==> src/rtl/ethrx_pkg.sv <==
// Shared definitions for the Ethernet receive scheduler: state encoding,
// default length limits and status error bit positions.
package ethrx_pkg;

   typedef enum logic [3:0] {
      S_IDLE    = 4'd0,
      S_ARM     = 4'd1,
      S_CHECK   = 4'd2,
      S_FETCH   = 4'd3,
      S_WAIT    = 4'd4,
      S_LO      = 4'd5,
      S_HI      = 4'd6,
      S_STATUS  = 4'd7,
      S_RELEASE = 4'd8
   } state_t;

   localparam int DEF_MINLEN = 60;
   localparam int DEF_MAXLEN = 1514;

   localparam int ERR_LEN = 2;
   localparam int ERR_GEN = 1;
   localparam int ERR_CRC = 0;

   // Largest transfer the 9-bit word address can cover.
   localparam logic [11:0] HW_CAP = 12'd1024;

endpackage

==> src/rtl/ethrx_sat_cnt.sv <==
// 16-bit event counter that sticks at all-ones.
// Single-cycle increment, no backpressure.
module ethrx_sat_cnt (
   input  logic        i_clk,
   input  logic        i_clr,
   input  logic        i_inc,
   output logic [15:0] o_cnt
);

   logic [15:0] r_cnt;

   always_ff @(posedge i_clk or posedge i_clr) begin
      if (i_clr)
         r_cnt <= '0;
      else if (i_inc && (r_cnt != 16'hFFFF))
         r_cnt <= r_cnt + 16'd1;
   end

   assign o_cnt = r_cnt;

endmodule

==> src/rtl/ethrx_sched.sv <==
// Receive scheduler: arms the receiver, qualifies frames, streams halfwords to DMA,
// posts status and releases the receiver. Each halfword is held until dma_ack.
module ethrx_sched
   import ethrx_pkg::*;
#(
   parameter int MINLEN     = DEF_MINLEN,
   parameter int MAXLEN     = DEF_MAXLEN,
   parameter bit ACCEPT_BAD = 1'b0
) (
   input  logic        clk,
   input  logic        clr,
   input  logic        buf_post,
   input  logic        abort,
   output logic        rxena,
   input  logic        rxrdy,
   input  logic [10:0] rxcntb,
   input  logic        err_gen,
   input  logic        err_crc,
   output logic        rxdone,
   output logic [8:0]  mem_addr,
   input  logic [31:0] mem_data,
   output logic        dma_req,
   input  logic        dma_ack,
   output logic [15:0] dma_data,
   output logic        dma_last,
   output logic        st_valid,
   output logic [10:0] st_len,
   output logic [2:0]  st_err,
   output logic        st_drop,
   output logic [15:0] frm_cnt,
   output logic [15:0] drop_cnt
);

   localparam logic [10:0] L_MIN  = 11'(MINLEN);
   localparam logic [10:0] L_MAX  = 11'(MAXLEN);
   localparam logic [10:0] L_WRAP = 11'd2044;

   state_t      r_state;
   state_t      w_next;
   logic [10:0] r_len;
   logic        r_gen;
   logic        r_crc;
   logic        r_len_err;
   logic        r_drop;
   logic [11:0] r_hw_left;
   logic [8:0]  r_addr;
   logic [31:0] r_word;
   logic        r_gap;

   logic        w_len_err_in;
   logic        w_drop;
   logic [11:0] w_hw_sum;
   logic [11:0] w_hw_full;
   logic [11:0] w_hw_init;
   logic        w_last;
   logic        w_req;
   logic        w_ack;

   assign w_len_err_in = (rxcntb < L_MIN) || (rxcntb > L_MAX) || (rxcntb > L_WRAP);
   assign w_drop       = (r_len == 11'd0) ||
                         ((r_len_err || r_gen || r_crc) && (ACCEPT_BAD == 1'b0));
   assign w_hw_sum     = {1'b0, r_len} + 12'd1;
   assign w_hw_full    = {1'b0, w_hw_sum[11:1]};
   assign w_hw_init    = (w_hw_full > HW_CAP) ? HW_CAP : w_hw_full;
   assign w_last       = (r_hw_left == 12'd1);
   // r_gap forces dma_req low for the cycle after a LO acknowledge.
   assign w_req        = ((r_state == S_LO) || (r_state == S_HI)) && !r_gap;
   assign w_ack        = w_req && dma_ack;

   always_ff @(posedge clk or posedge clr) begin
      if (clr)
         r_state <= S_IDLE;
      else
         r_state <= w_next;
   end

   always_comb begin
      w_next = r_state;
      case (r_state)
         S_IDLE:    if (buf_post) w_next = S_ARM;
         S_ARM: begin
            if (rxrdy)      w_next = S_CHECK;
            else if (abort) w_next = S_IDLE;
         end
         S_CHECK:   w_next = w_drop ? S_STATUS : S_FETCH;
         S_FETCH:   w_next = S_WAIT;
         S_WAIT:    w_next = S_LO;
         S_LO:      if (w_ack) w_next = w_last ? S_STATUS : S_HI;
         S_HI:      if (w_ack) w_next = w_last ? S_STATUS : S_FETCH;
         S_STATUS:  w_next = S_RELEASE;
         S_RELEASE: if (!rxrdy) w_next = S_IDLE;
         default:   w_next = S_IDLE;
      endcase
   end

   always_ff @(posedge clk or posedge clr) begin
      if (clr) begin
         r_len     <= '0;
         r_gen     <= 1'b0;
         r_crc     <= 1'b0;
         r_len_err <= 1'b0;
         r_drop    <= 1'b0;
         r_hw_left <= '0;
         r_addr    <= '0;
         r_word    <= '0;
         r_gap     <= 1'b0;
      end else begin
         r_gap <= 1'b0;
         case (r_state)
            S_ARM: begin
               if (rxrdy) begin
                  r_len     <= rxcntb;
                  r_gen     <= err_gen;
                  r_crc     <= err_crc;
                  r_len_err <= w_len_err_in;
               end
            end
            S_CHECK: begin
               r_drop <= w_drop;
               if (!w_drop) begin
                  r_addr    <= '0;
                  r_hw_left <= w_hw_init;
               end
            end
            S_WAIT: r_word <= mem_data;
            S_LO: begin
               if (w_ack) begin
                  r_hw_left <= r_hw_left - 12'd1;
                  r_gap     <= !w_last;
               end
            end
            S_HI: begin
               if (w_ack) begin
                  r_hw_left <= r_hw_left - 12'd1;
                  if (!w_last) r_addr <= r_addr + 9'd1;
               end
            end
            default: ;
         endcase
      end
   end

   always_comb begin
      rxena    = (r_state == S_ARM);
      rxdone   = (r_state == S_RELEASE);
      st_valid = (r_state == S_STATUS);
      dma_req  = w_req;
      dma_last = ((r_state == S_LO) || (r_state == S_HI)) && w_last;
      dma_data = 16'd0;
      if (r_state == S_LO) dma_data = r_word[15:0];
      if (r_state == S_HI) dma_data = r_word[31:16];
      mem_addr = r_addr;
      st_len   = r_len;
      st_drop  = r_drop;
      st_err   = 3'd0;
      st_err[ERR_LEN] = r_len_err;
      st_err[ERR_GEN] = r_gen;
      st_err[ERR_CRC] = r_crc;
   end

   ethrx_sat_cnt u_frm_cnt (
      .i_clk (clk),
      .i_clr (clr),
      .i_inc ((r_state == S_STATUS) && !r_drop),
      .o_cnt (frm_cnt)
   );

   ethrx_sat_cnt u_drop_cnt (
      .i_clk (clk),
      .i_clr (clr),
      .i_inc ((r_state == S_STATUS) && r_drop),
      .o_cnt (drop_cnt)
   );

endmodule

==> config.mk <==
export PLATFORM = sky130hd
export DESIGN_NAME = ethrx_sched
export DESIGN_NICKNAME = d
export VERILOG_FILES = /design/src/rtl/ethrx_pkg.sv /design/src/rtl/ethrx_sat_cnt.sv /design/src/rtl/ethrx_sched.sv
export SDC_FILE = /design/constraint.sdc
export NUM_CORES = 1
export LEC_CHECK = 0
export CAP_MARGIN = 30
export CORE_UTILIZATION = 40
export DETAILED_ROUTE_END_ITERATION = 16
export PLACE_DENSITY = 0.8
export SETUP_SLACK_MARGIN = 0.1
export SLEW_MARGIN = 15
export SYNTH_ARGS = -nofsm -noshare
export SYNTH_HDL_FRONTEND = slang
export SYNTH_SLANG_ARGS = --single-unit
==> constraint.sdc <==
create_clock -name clk -period 3.93 [get_ports clk]
set_input_delay 0.9825 -clock clk [delete_from_list [all_inputs] [get_ports clk]]
set_output_delay 0.9825 -clock clk [all_outputs]
set_load 0.1 [all_outputs]
# Yosys cells after proc, flatten, opt, wreduce, memory -nomap -nowiden

Index checks and enable logic that the tools add are counted.

Add/sub/neg operators: 5
Order comparisons: 4
Equality and inequality tests: 19
Multiplexer cells: 22
Reduce and logical (&&, ||, !) cells: 25

Operators with widths:

| cell                  | count |
|---|---|
| $pmux 4 s9            | 1 |
| $gt 11x11->1 const B  | 3 |
| $add 16x1->16 const B | 2 |
| $mux 16               | 2 |
| $ne 16x16->1 const B  | 2 |
| $mux 9                | 3 |
| $mux 12               | 2 |
| $mux 4                | 6 |
| $pmux 12 s2           | 1 |
| $pmux 9 s2            | 1 |
| $eq 4x3->1 const B    | 4 |
| $add 11x1->12 const B | 1 |
| $eq 12x1->1 const B   | 1 |
| $ne 2x2->1 const B    | 6 |
| $sub 12x1->12 const B | 1 |
| $logic_not 11->1      | 1 |
| $lt 11x6->1 const B   | 1 |
| $mux 11               | 1 |
| $add 9x1->9 const B   | 1 |
| $eq 4x2->1 const B    | 2 |
| $logic_and 1x1->1     | 7 |
| $logic_or 1x1->1      | 6 |
| $mux 3                | 2 |
| $reduce_and 5->1      | 1 |
| 12 further kinds      | 17 |

Flip-flop bits (word level): 105
Bits of input ports: 51
Output and inout bits: 77
Word-level logic and storage cells: 87

# Longest topological paths before layout

Gate-level depths: netlist (run 1).

Depth after elaboration: 6
Depth in mapped cells: 8
Depth with buffers taken out: 7

# Modules after synthesis

Synthesis (run 1) repeated with hierarchy kept, for this count alone.

Cell total of the unflattened synthesis: 535
Area, all modules: 5,730.5 sq um

By module, submodules not included:

| module        | times used | cells an instance | area each (sq um) | seq. area each (sq um) |
|---|---|---|---|---|
| ethrx_sched   | 1          | 393               | 4,119.0           | 1,826.8 |
| ethrx_sat_cnt | 2          | 71                | 805.8             | 400.4 |

# Worst setup path after synthesis (run 1)

OpenSTA, ideal clock, no wires.

Kind: register to register
Start: register r_state[1]
End: register r_len[3] (netlist: st_len[3])
Library setup time: 0.126 ns
Arrival: 5.170 ns
Required time: 3.804 ns
Slack: -1.367 ns
Cell stages (with the launch flop): 6
Path buffers: 2
Clock period less this slack: 5.297 ns
Cell sequence: dfrtp_1 > buf_2 > nor4b_1 > nand2_1 > clkbuf_1 > mux2_2

Word-level cells in the longest chain between the ends: 2

RTL lines:

| what                              | line               | text |
|---|---|---|
| start: declaration                | ethrx_sched.sv:38  | `state_t r_state;` |
| start signal: assignment          | ethrx_sched.sv:74  | `r_state <= w_next;` |
| $eq 4x1->1                        | --                 |  |
| net rxena                         | ethrx_sched.sv:14  | `output logic rxena,` |
| $reduce_and 2->1 (no source line) | --                 |  |
| end signal: assignment            | ethrx_sched.sv:112 | `r_len <= rxcntb;` |
| end: declaration                  | ethrx_sched.sv:40  | `logic [10:0] r_len;` |

The timed path passes the listed nets, and every way through them passes these cells.
A chain may end at the register's enable or synchronous reset.

# Worst setup path in the final report (run 1)

Start: register r_state[0]
End: output dma_last

Word-level cells in the longest chain between the ends: 3
Elaborated cells between the ends (all ways): 4
Classes of those cells: eq/ne (2); reduce/logical (2)

RTL lines:

| what                | line               | text |
|---|---|---|
| $eq 4x3->1          | ethrx_sched.sv:148 | `dma_last = ((r_state == S_LO) \|\| (r_state == S_HI)) && w_last;` |
| $logic_or 1x1->1 *  | ethrx_sched.sv:148 |  |
| $logic_and 1x1->1 * | ethrx_sched.sv:148 |  |
| end: declaration    | ethrx_sched.sv:25  | `output logic dma_last,` |

Every way passes the cells marked *; elsewhere a longest branch is shown, timed or not.

==> flow_metrics.py, run 1 <==
metrics = {
    "timing": {
        "maxSlewHeadroom": 0.336,
        "fin_skew_ns": 0.00796,
        "setup_tns_ns": 0,
        "period_minus_slack_ns": 3.23,
        "hold_ws_ns": 0.490,
        "rsz0062_at_grt": "no",
        "worst-slew-pin-transition_ns": 0.992,
        "fmax_ghz": 0.309,
        "finalSetupViolCount": 0,
        "slew_viol_final": 0,
        "finalHoldViolCount": 0,
        "fin_crit_sh": 0.823,
    },
    "logic_synthesis": {
        "synth-edff-count": 0,
        "synth_nets": 553,
        "yosysWarningCount": 0,
        "synthFlopType": "dfrtp_1",
        "netlist_instances": 495,
        "syn_avg_cell_area_um2": 10.9,
        "synth.distinct_cells": 60,
        "synth_seq_cells": 105,
        "yosysSeqAreaShare": 0.489,
        "async_flop_share": 1.00,
        "synth_area_um2": 5380,
    },
    "place": {
        "place_congestion": 0.824,
        "dp.cells": 782,
        "numPortBuffers": 127,
        "post-dp-hpwl_um": 9560,
    },
    "power_and_ir_drop": {
        "p_leak_nw": 2.97,
        "powerDensity_nw_per_um2": 789,
        "ir_worst_vdd_v": 0.000763,
    },
    "route": {
        "dr.pass1.iters": 4,
        "ant_nets": 0,
        "viasPerCell": 5.60,
        "wl_um": 13100,
        "first_iter_violations": 311,
        "drc": 0,
        "vias": 4470,
        "avgRoutedWirePerCell_um": 16.4,
    },
    "worst_setup_path": {
        "path_buf_inv": 1,
        "startpoint": "r_state[0]$_DFFE_PP0P_",
        "path_depth": 4,
        "crit_type": "reg -> out",
        "critPathArrivalTime_ns": 2.25,
        "cp-end-kind": "output port",
        "cpPeakStageDelay_ns": 0.64,
        "timing.rr.start": "st_len[0]$_DFFE_PP0P_",
        "startpoint_type": "register",
        "crit_slowest_cell": "dfrtp_1",
        "worst_path_dominant_cell_family": "simple AND/OR/NAND/NOR gates",
        "path_cells": "xor2_1, nand3b_1, nor2_1, buf_4",
        "reg2reg_depth": 8,
        "critPathMaxFanout": 16,
        "required_ns": 2.95,
        "ff2ff_setup_slack_ns": 1.51,
    },
    "clocking": {
        "cts_hold_buf": 0,
        "root_buffer": "clkbuf_16",
        "post_cts_buffers": 0,
        "clk-insertion-delay-late_ns": 0.34,
        "cts_buffer_depth": 2,
        "cts.clk_slew.worst_paths_ns": 0.07,
        "cts.sinks": 105,
        "htree_levels": 3,
        "cts_resized": 0,
        "tritoncts": "built",
        "cts_made_buffers": 9,
    },
    "finish": {
        "layout.cells.non_filler": 798,
        "antenna_cells": 0,
        "fin_nets": 679,
        "final_layout_size_suffix_gt1_frac": 0.152,
        "utilization": 0.564,
        "final_cell_mix": "clkdlybuf4s50_1, dfrtp_1, nor2_1",
        "area_growth_pct": 35.0,
    },
    "die": {
        "core_um2": 12900,
        "die_h_um": 118,
        "rows": 41,
        "ioPinCount": 128,
        "initial_core_util": 0.418,
        "fp.dieW_um": 118,
        "die_area_um2": 13900,
    },
    "global_route": {
        "globalRouteOverflowTotal": 0,
        "grt_usage": 0.194,
        "antenna_found_initial": 0,
        "first_global_vias": 4487,
        "grt_max_degree": 49,
        "grt_first_pass_wirelength_um": 21900,
    },
    "run_status": {
        "outcome": "finished, final reports clean",
    },
    "hold_path": {
        "hp-class": "reg -> reg",
        "hold_start": "r_word[8]$_DFFE_PP0P_",
        "whs_path_depth": 1,
    },
    "job": {
        "drv_cap": 0,
    },
}
==> final timing paths <==
| check | endpoint |
|---|---|
| min in group asynchronous | r_word[16]$_DFFE_PP0P_ |
| hold reg to reg | r_word[8]$_DFFE_PP0P_ |
| setup / recovery | dma_last |
| hold / removal | r_word[8]$_DFFE_PP0P_ |
| setup reg to reg | r_hw_left[4]$_DFFE_PP0P_ |
| max in group asynchronous | mem_addr[2]$_DFFE_PP0P_ |
==> area by class of cell <==
cell class,count,area (um2)
clock buffers,10,239
inverters,9,36.3
well taps,172,215
multi-input cells,362,2630
flip-flops and latches,105,2630
clock inverters,6,42.5
repair buffers,134,1470
fillers,1078,5620
==> Yosys cell counts, types with 2 or more instances <==
master	n	area, um2
inv_1	9	33.8
nand4_1	23	144
mux2_1	9	101
o22a_1	2	17.5
xor2_1	14	123
a31oi_1	5	31.3
nor4_1	6	37.5
o211ai_1	2	15.0
ha_1	7	87.6
o21a_1	3	22.5
or3_1	4	25.0
clkbuf_1	8	30.0
buf_2	6	30.0
dfrtp_1	105	2630
nor3_1	11	55.1
buf_4	3	22.5
a21oi_2	3	26.3
o31ai_1	5	37.5
nand2b_1	4	25.0
a21o_1	4	30.0
a21oi_1	15	75.1
a211oi_1	2	15.0
nor3b_1	4	30.0
o21ai_1	7	35.0
and4_1	4	35.0
and2_1	5	31.3
nand3_1	13	65.1
a41oi_1	2	17.5
nand2_1	33	124
nor2b_1	4	25.0
and3_1	5	31.3
o21ai_0	13	65.1
a211o_1	2	17.5
o221a_1	4	45.0
mux2_2	38	428
or4_1	7	52.6
nor2_1	41	154
a32o_1	2	20.0
xnor2_1	21	184
buf_6	2	22.5
a22o_1	18	158
o22ai_1	2	12.5
==> stage by stage <==
step                power [mW]  worst slack [ns]  cell area [um2]
floorplan                 4.06             0.187             5380
global placement          4.77              1.01             6970
detailed placement        4.88             0.962             6980
CTS                       5.75             0.710             7260
global route              6.01             0.532             7260
finish                    5.73             0.697             7260
==> kinds of logic after synthesis <==
group / after synthesis / synth area share
mux: 48 / 0.100
fa+ha+maj: 7 / 0.0163
simple gates: 171 / 0.168
flops: 105 / 0.489
buf+inv: 28 / 0.0258
xor+xnor: 35 / 0.0570
compound gates: 101 / 0.144
==> state kept, by name (all words and copies together), names as in the netlist <==
| name | count |
|---|---|
| r_crc | 1 |
| r_word | 32 |
| r_len_err | 1 |
| st_drop | 1 |
| r_gap | 1 |
| mem_addr | 9 |
| u_frm_cnt.o_cnt | 16 |
| st_len | 11 |
| u_drop_cnt.o_cnt | 16 |
| r_gen | 1 |
| r_hw_left | 12 |
| r_state | 4 |
==> worst reg2reg max path: stages (launching register included) <==
cell,delay (ns)
dfrtp_1,0.43
inv_1,0.09
ha_1,0.14
or4b_4,0.49
o41ai_4,0.41
a311oi_2,0.15
buf_4,0.23
a41oi_1,0.24
o221a_1,0.19
==> layer usage <==
layer | up-vias | GRT usage | share of wire
li1 | 2102 | - | -
met1 | 2207 | 0.235 | 0.42
met2 | 141 | 0.335 | 0.51
met3 | 20 | 0.0504 | 0.053
met4 | 0 | 0.0633 | 0.015
met5 | - | 0 | 0
==> report_power, final <==
| part | switching, mW | internal, mW |
|---|---|---|
| Clock | 0.402 | 0.448 |
| Combinational | 2.01 | 1.04 |
| Sequential | 0.398 | 1.43 |
| Total | 2.81 | 2.91 |
(Power assumes the default switching activity.)
==> run 2, diff against run 1 <==
PLACE_DENSITY = 0.78   (was 0.8)
clock period = 3.2 ns   (was 3.93 ns; I/O delays follow)
==> flow_metrics.py, run 2 (synthesis results as in run 1) <==
metrics = {
    "place": {
        "pre_cts_ws_ns": 0.459,
        "numPortBuffers": 127,
        "post-dp-hpwl_um": 9300,
        "place_congestion": 0.860,
        "dp.cells": 786,
    },
    "timing": {
        "finalHoldViolCount": 0,
        "worst_slack_ns": 0.281,
        "hold_ws_ns": 0.488,
        "fin_skew_ns": 0.00648,
        "finalSetupViolCount": 0,
        "rsz0062_at_grt": "no",
        "slew_viol_final": 0,
        "setup_tns_ns": 0,
        "period_minus_slack_ns": 2.92,
        "maxSlewHeadroom": 0.490,
        "fmax_ghz": 0.343,
        "fin_crit_sh": 0.912,
        "worst-slew-pin-transition_ns": 0.764,
    },
    "job": {
        "drv_cap": 0,
    },
    "global_route": {
        "antenna_found_initial": 0,
        "grt_max_degree": 45,
        "globalRouteOverflowTotal": 0,
        "grt_first_pass_wirelength_um": 21200,
        "first_global_vias": 4191,
        "grt_usage": 0.187,
    },
    "finish": {
        "utilization": 0.560,
        "final_layout_size_suffix_gt1_frac": 0.259,
        "antenna_cells": 0,
        "final_common_cell": "dfrtp_1",
        "multi_input_area_um2": 2650,
        "fillers": 1102,
        "layout.cells.non_filler": 801,
        "seq_area_um2": 2630,
        "largest_reg_flops": 32,
        "area_growth_pct": 34.1,
        "largest-register": "r_word",
        "fin_nets": 683,
        "final_cell_mix": "dfrtp_1, buf_4, clkdlybuf4s50_1",
    },
    "power_and_ir_drop": {
        "p_int_mw": 3.59,
        "p_sw_frac": 0.489,
        "p_leak_nw": 3.11,
        "p_seq_frac": 0.316,
        "ir_worst_vdd_v": 0.00126,
        "power.switching_mw": 3.43,
        "powerDensity_nw_per_um2": 973,
        "comb_power_share": 0.539,
        "clkPwrFrac": 0.144,
    },
    "route": {
        "dr.pass1.iters": 5,
        "viasPerCell": 5.55,
        "wl_um": 12700,
        "vias": 4442,
        "first_iter_violations": 318,
        "drc": 0,
        "avgRoutedWirePerCell_um": 15.8,
        "ant_nets": 0,
    },
    "worst_setup_path": {
        "path_cells": "nand2b_1, nor3b_2, buf_4, a22o_1, buf_12",
        "startpoint_type": "register",
        "critPathArrivalTime_ns": 2.12,
        "crit_type": "reg -> out",
        "critPathMaxFanout": 16,
        "crit_slowest_cell": "dfrtp_1",
        "ff2ff_setup_slack_ns": 0.74,
        "cp-end-kind": "output port",
        "cpPeakStageDelay_ns": 0.55,
        "required_ns": 2.40,
    },
    "clocking": {
        "cts_made_buffers": 9,
        "cts_buffer_depth": 2,
        "cts.sinks": 105,
        "htree_levels": 3,
        "clk-insertion-delay-late_ns": 0.34,
        "post_cts_buffers": 0,
        "tritoncts": "built",
        "cts_hold_buf": 0,
        "cts_resized": 0,
        "root_buffer": "clkbuf_16",
        "cts.clk_slew.worst_paths_ns": 0.07,
    },
    "die": {
        "die_h_um": 118,
        "initial_core_util": 0.418,
        "ioPinCount": 128,
        "rows": 41,
        "fp.dieW_um": 118,
        "core_um2": 12900,
        "die_area_um2": 13900,
    },
    "hold_path": {
        "hp-class": "reg -> reg",
    },
    "run_status": {
        "outcome": "finished, final reports clean",
    },
}
[run 2: cell count changes in the layout (fill, tap and decap cells not counted), moves of 4 or more]
| cell | before | now |
|---|---|---|
| buf_4 | 12 | 68 |
| clkdlybuf4s50_1 | 105 | 50 |
| a22o_1 | 18 | 8 |
| a22o_2 | 0 | 10 |
| buf_12 | 16 | 20 |
[run 2: final cells by class]
class                      count  share of cell area
multi-input combinational    362               0.367
sequential                   105               0.364
timing repair buffer         138               0.196
clock buffer                  10              0.0331
tap                          172              0.0298
inverter                       9             0.00520
clock inverter                 5             0.00451
[run 2: path summary, 6_finish.rpt]
kind	endpoint	startpoint	depth (start not counted)
setup / recovery	dma_data[15]	r_state[1]$_DFFE_PP0P_	5
hold / removal	r_word[8]$_DFFE_PP0P_	r_word[8]$_DFFE_PP0P_	1
setup reg to reg	r_hw_left[10]$_DFFE_PP0P_	st_len[0]$_DFFE_PP0P_	9
hold reg to reg	r_word[8]$_DFFE_PP0P_	r_word[8]$_DFFE_PP0P_	1
max in group asynchronous	r_word[23]$_DFFE_PP0P_	clr	3
min in group asynchronous	u_frm_cnt.o_cnt[7]$_DFFE_PP0P_	clr	2
[run 2: worst max-delay path: cells and delay by family, from the launching register on]
| kind | cells | cell delay [ns] |
|---|---|---|
| buf+inv | 2 | 0.48 |
| flops | 1 | 0.55 |
| compound gates | 1 | 0.23 |
| simple gates | 2 | 0.53 |
[run 2: power by group through the flow]
stage	clock (mW)	combinational [mW]	sequential, mW
2_1_floorplan	0	2.09	2.92
3_3_place_gp	0	3.71	2.19
3_5_place_dp	0	3.79	2.23
4_1_cts	1.03	3.80	2.21
5_1_grt	1.10	3.98	2.29
6_report	1.01	3.79	2.22
[run 2: metrics by stage]
step | cell area (um2) | total power [mW]
6_report | 7210 | 7.02
5_1_grt | 7210 | 7.37
4_1_cts | 7210 | 7.04
3_5_place_dp | 6940 | 6.03
3_3_place_gp | 6940 | 5.90
2_1_floorplan | 5410 | 5.01
[run 2: per-layer routing]
metal,part of all wire,GRT usage
met4,0.013,0.0601
met3,0.065,0.0514
met2,0.48,0.302
met1,0.44,0.243
met5,0,0
==> run 3, diff against run 2 <==
PLACE_DENSITY = 0.8   (was 0.78)
clock period = 2.43 ns   (was 3.2 ns; I/O delays follow)
==> flow_metrics.py, run 3 (synthesis results as in run 1) <==
metrics = {
    "finish": {
        "fin_nets": 735,
        "antenna_cells": 0,
        "final_layout_size_suffix_gt1_frac": 0.389,
        "finalInstanceArea_um2": 8140,
        "final_common_cell": "buf_4",
        "final_cell_mix": "buf_4, dfrtp_1, clkdlybuf4s50_1",
        "largest-register": "r_word",
        "largest_reg_flops": 32,
        "area_growth_pct": 51.4,
    },
    "die": {
        "ioPinCount": 128,
        "initial_core_util": 0.418,
        "die_h_um": 118,
        "die_area_um2": 13900,
        "rows": 41,
        "fp.dieW_um": 118,
        "core_um2": 12900,
    },
    "worst_setup_path": {
        "reg2reg_depth": 8,
        "path_cells": "buf_6, buf_6, xor2_2, nand3b_1, buf_6, nor2_4, buf_12",
        "worst_path_dominant_cell_family": "buffers and inverters",
        "required_ns": 1.82,
        "path_buf_inv": 4,
        "cpPeakStageDelay_ns": 0.41,
        "cp-end-kind": "output port",
        "ff2ff_setup_slack_ns": 0.19,
        "critPathArrivalTime_ns": 1.80,
        "startpoint_type": "register",
        "crit_slowest_cell": "dfrtp_1",
        "worst_path_most_repeated_cell": "buf_6",
        "r2r_end": "r_hw_left[9]$_DFFE_PP0P_",
        "critPathMaxFanout": 5,
        "crit_type": "reg -> out",
        "timing.rr.start": "st_len[0]$_DFFE_PP0P_",
    },
    "timing": {
        "period_minus_slack_ns": 2.40,
        "setup_tns_ns": 0,
        "fin_crit_sh": 0.989,
        "fmax_ghz": 0.416,
        "rsz0062_at_grt": "yes",
        "slew_viol_final": 0,
        "finalSetupViolCount": 0,
        "fin_skew_ns": 0.00361,
        "finalHoldViolCount": 0,
        "worst-slew-pin-transition_ns": 0.651,
        "maxSlewHeadroom": 0.565,
    },
    "clocking": {
        "tritoncts": "built",
        "cts_made_buffers": 9,
        "root_buffer": "clkbuf_16",
        "htree_levels": 3,
        "cts.sinks": 105,
        "cts_buffer_depth": 2,
        "clk-insertion-delay-late_ns": 0.36,
        "cts.clk_slew.worst_paths_ns": 0.07,
        "cts_hold_buf": 0,
    },
    "power_and_ir_drop": {
        "p_total_mw": 10.6,
        "ir_worst_vdd_v": 0.00106,
        "p_sw_frac": 0.466,
        "p_leak_nw": 3.54,
        "power.switching_mw": 4.93,
        "powerDensity_nw_per_um2": 1300,
        "p_seq_frac": 0.280,
        "p_int_mw": 5.65,
        "clkPwrFrac": 0.151,
        "comb_power_share": 0.570,
    },
    "route": {
        "dr.pass1.iters": 4,
        "first_iter_violations": 280,
        "viasPerCell": 5.56,
        "vias": 4749,
        "ant_nets": 0,
        "drc": 0,
        "avgRoutedWirePerCell_um": 16.9,
        "wl_um": 14500,
    },
    "job": {
        "drv_cap": 0,
    },
    "hold_path": {
        "hold_start": "u_drop_cnt.o_cnt[9]$_DFFE_PP0P_",
        "worstHoldEndpoint": "u_drop_cnt.o_cnt[9]$_DFFE_PP0P_",
        "hp-class": "reg -> reg",
        "whs_path_depth": 1,
    },
    "place": {
        "placed_area_um2": 7280,
        "post-dp-hpwl_um": 9840,
        "numPortBuffers": 127,
        "place_congestion": 0.830,
    },
    "global_route": {
        "grt_first_pass_wirelength_um": 23500,
        "grt_usage": 0.214,
        "grt_max_degree": 54,
        "antenna_found_initial": 0,
        "globalRouteOverflowTotal": 0,
        "first_global_vias": 4634,
    },
    "run_status": {
        "outcome": "finished, final reports clean",
    },
}
[run 3: cell count changes in the layout (fill, tap and decap cells not counted), sizes merged]
cell | before | now
buf | 88 | 139
bufinv | 0 | 2
clkbuf | 10 | 11
inv | 8 | 10
clkinv | 5 | 2
[run 3: per-stage QoR]
| step | cells | util | hold WS (ns) | setup WS, ns |
|---|---|---|---|---|
| after floorplan | 495 | - | 0.459 | -0.143 |
| after CTS | 845 | 0.617 | 0.498 | 0.00404 |
| after global placement | 806 | 0.566 | 0.468 | -0.00742 |
| final | 854 | 0.632 | 0.506 | 0.0264 |
| after detailed placement | 806 | 0.566 | 0.482 | -0.0660 |
| after global routing | 854 | 0.632 | 0.521 | -0.0438 |
[run 3: worst max-delay path by stage]
stage,end,cells after the start,slack [ns],startpoint
6_report,dma_last,7,0.03,r_state[1]$_DFFE_PP0P_
5_1_grt,dma_last,7,-0.04,r_state[1]$_DFFE_PP0P_
2_1_floorplan,st_len[0]$_DFFE_PP0P_,5,-0.14,r_state[1]$_DFFE_PP0P_
3_3_place_gp,r_hw_left[4]$_DFFE_PP0P_,7,-0.007,dma_ack
4_1_cts,dma_last,7,0.004,r_state[1]$_DFFE_PP0P_
3_5_place_dp,r_hw_left[4]$_DFFE_PP0P_,7,-0.07,dma_ack
[run 3: cell type report]
type	instances	area (um2)
Timing Repair Buffer	190	1990
Clock inverter	6	87.6
Sequential cell	105	2650
Multi-Input combinational cell	362	2910
Clock buffer	10	239
Tap cell	172	215
Inverter	9	40.0
Fill cell	1005	4740
[run 3: timing repair]
item | CTS | global route
setup buffers | 21 | 9
pin swaps | 16 | 11
endpoints found under the setup margin | 21 | 30
gates cloned | 3 | 1
resized for setup | 26 | 24
[run 3: metal layers]
| metal | share of wire | GRT usage | vias to the layer above |
|---|---|---|---|
| li1 | - | - | 2214 |
| met1 | 0.42 | 0.271 | 2341 |
| met2 | 0.50 | 0.348 | 172 |
| met3 | 0.065 | 0.0577 | 22 |
| met4 | 0.017 | 0.0809 | 0 |
| met5 | 0 | 0 | - |
[run 3: power by group through the flow]
stage               clock (mW)  sequential, mW  combinational (mW)
finish                    1.59            2.96                6.03
global route              1.69            3.04                6.36
CTS                       1.63            2.91                5.80
detailed placement           0            2.91                5.44
global placement             0            2.86                5.32
floorplan                    0            3.90                2.87
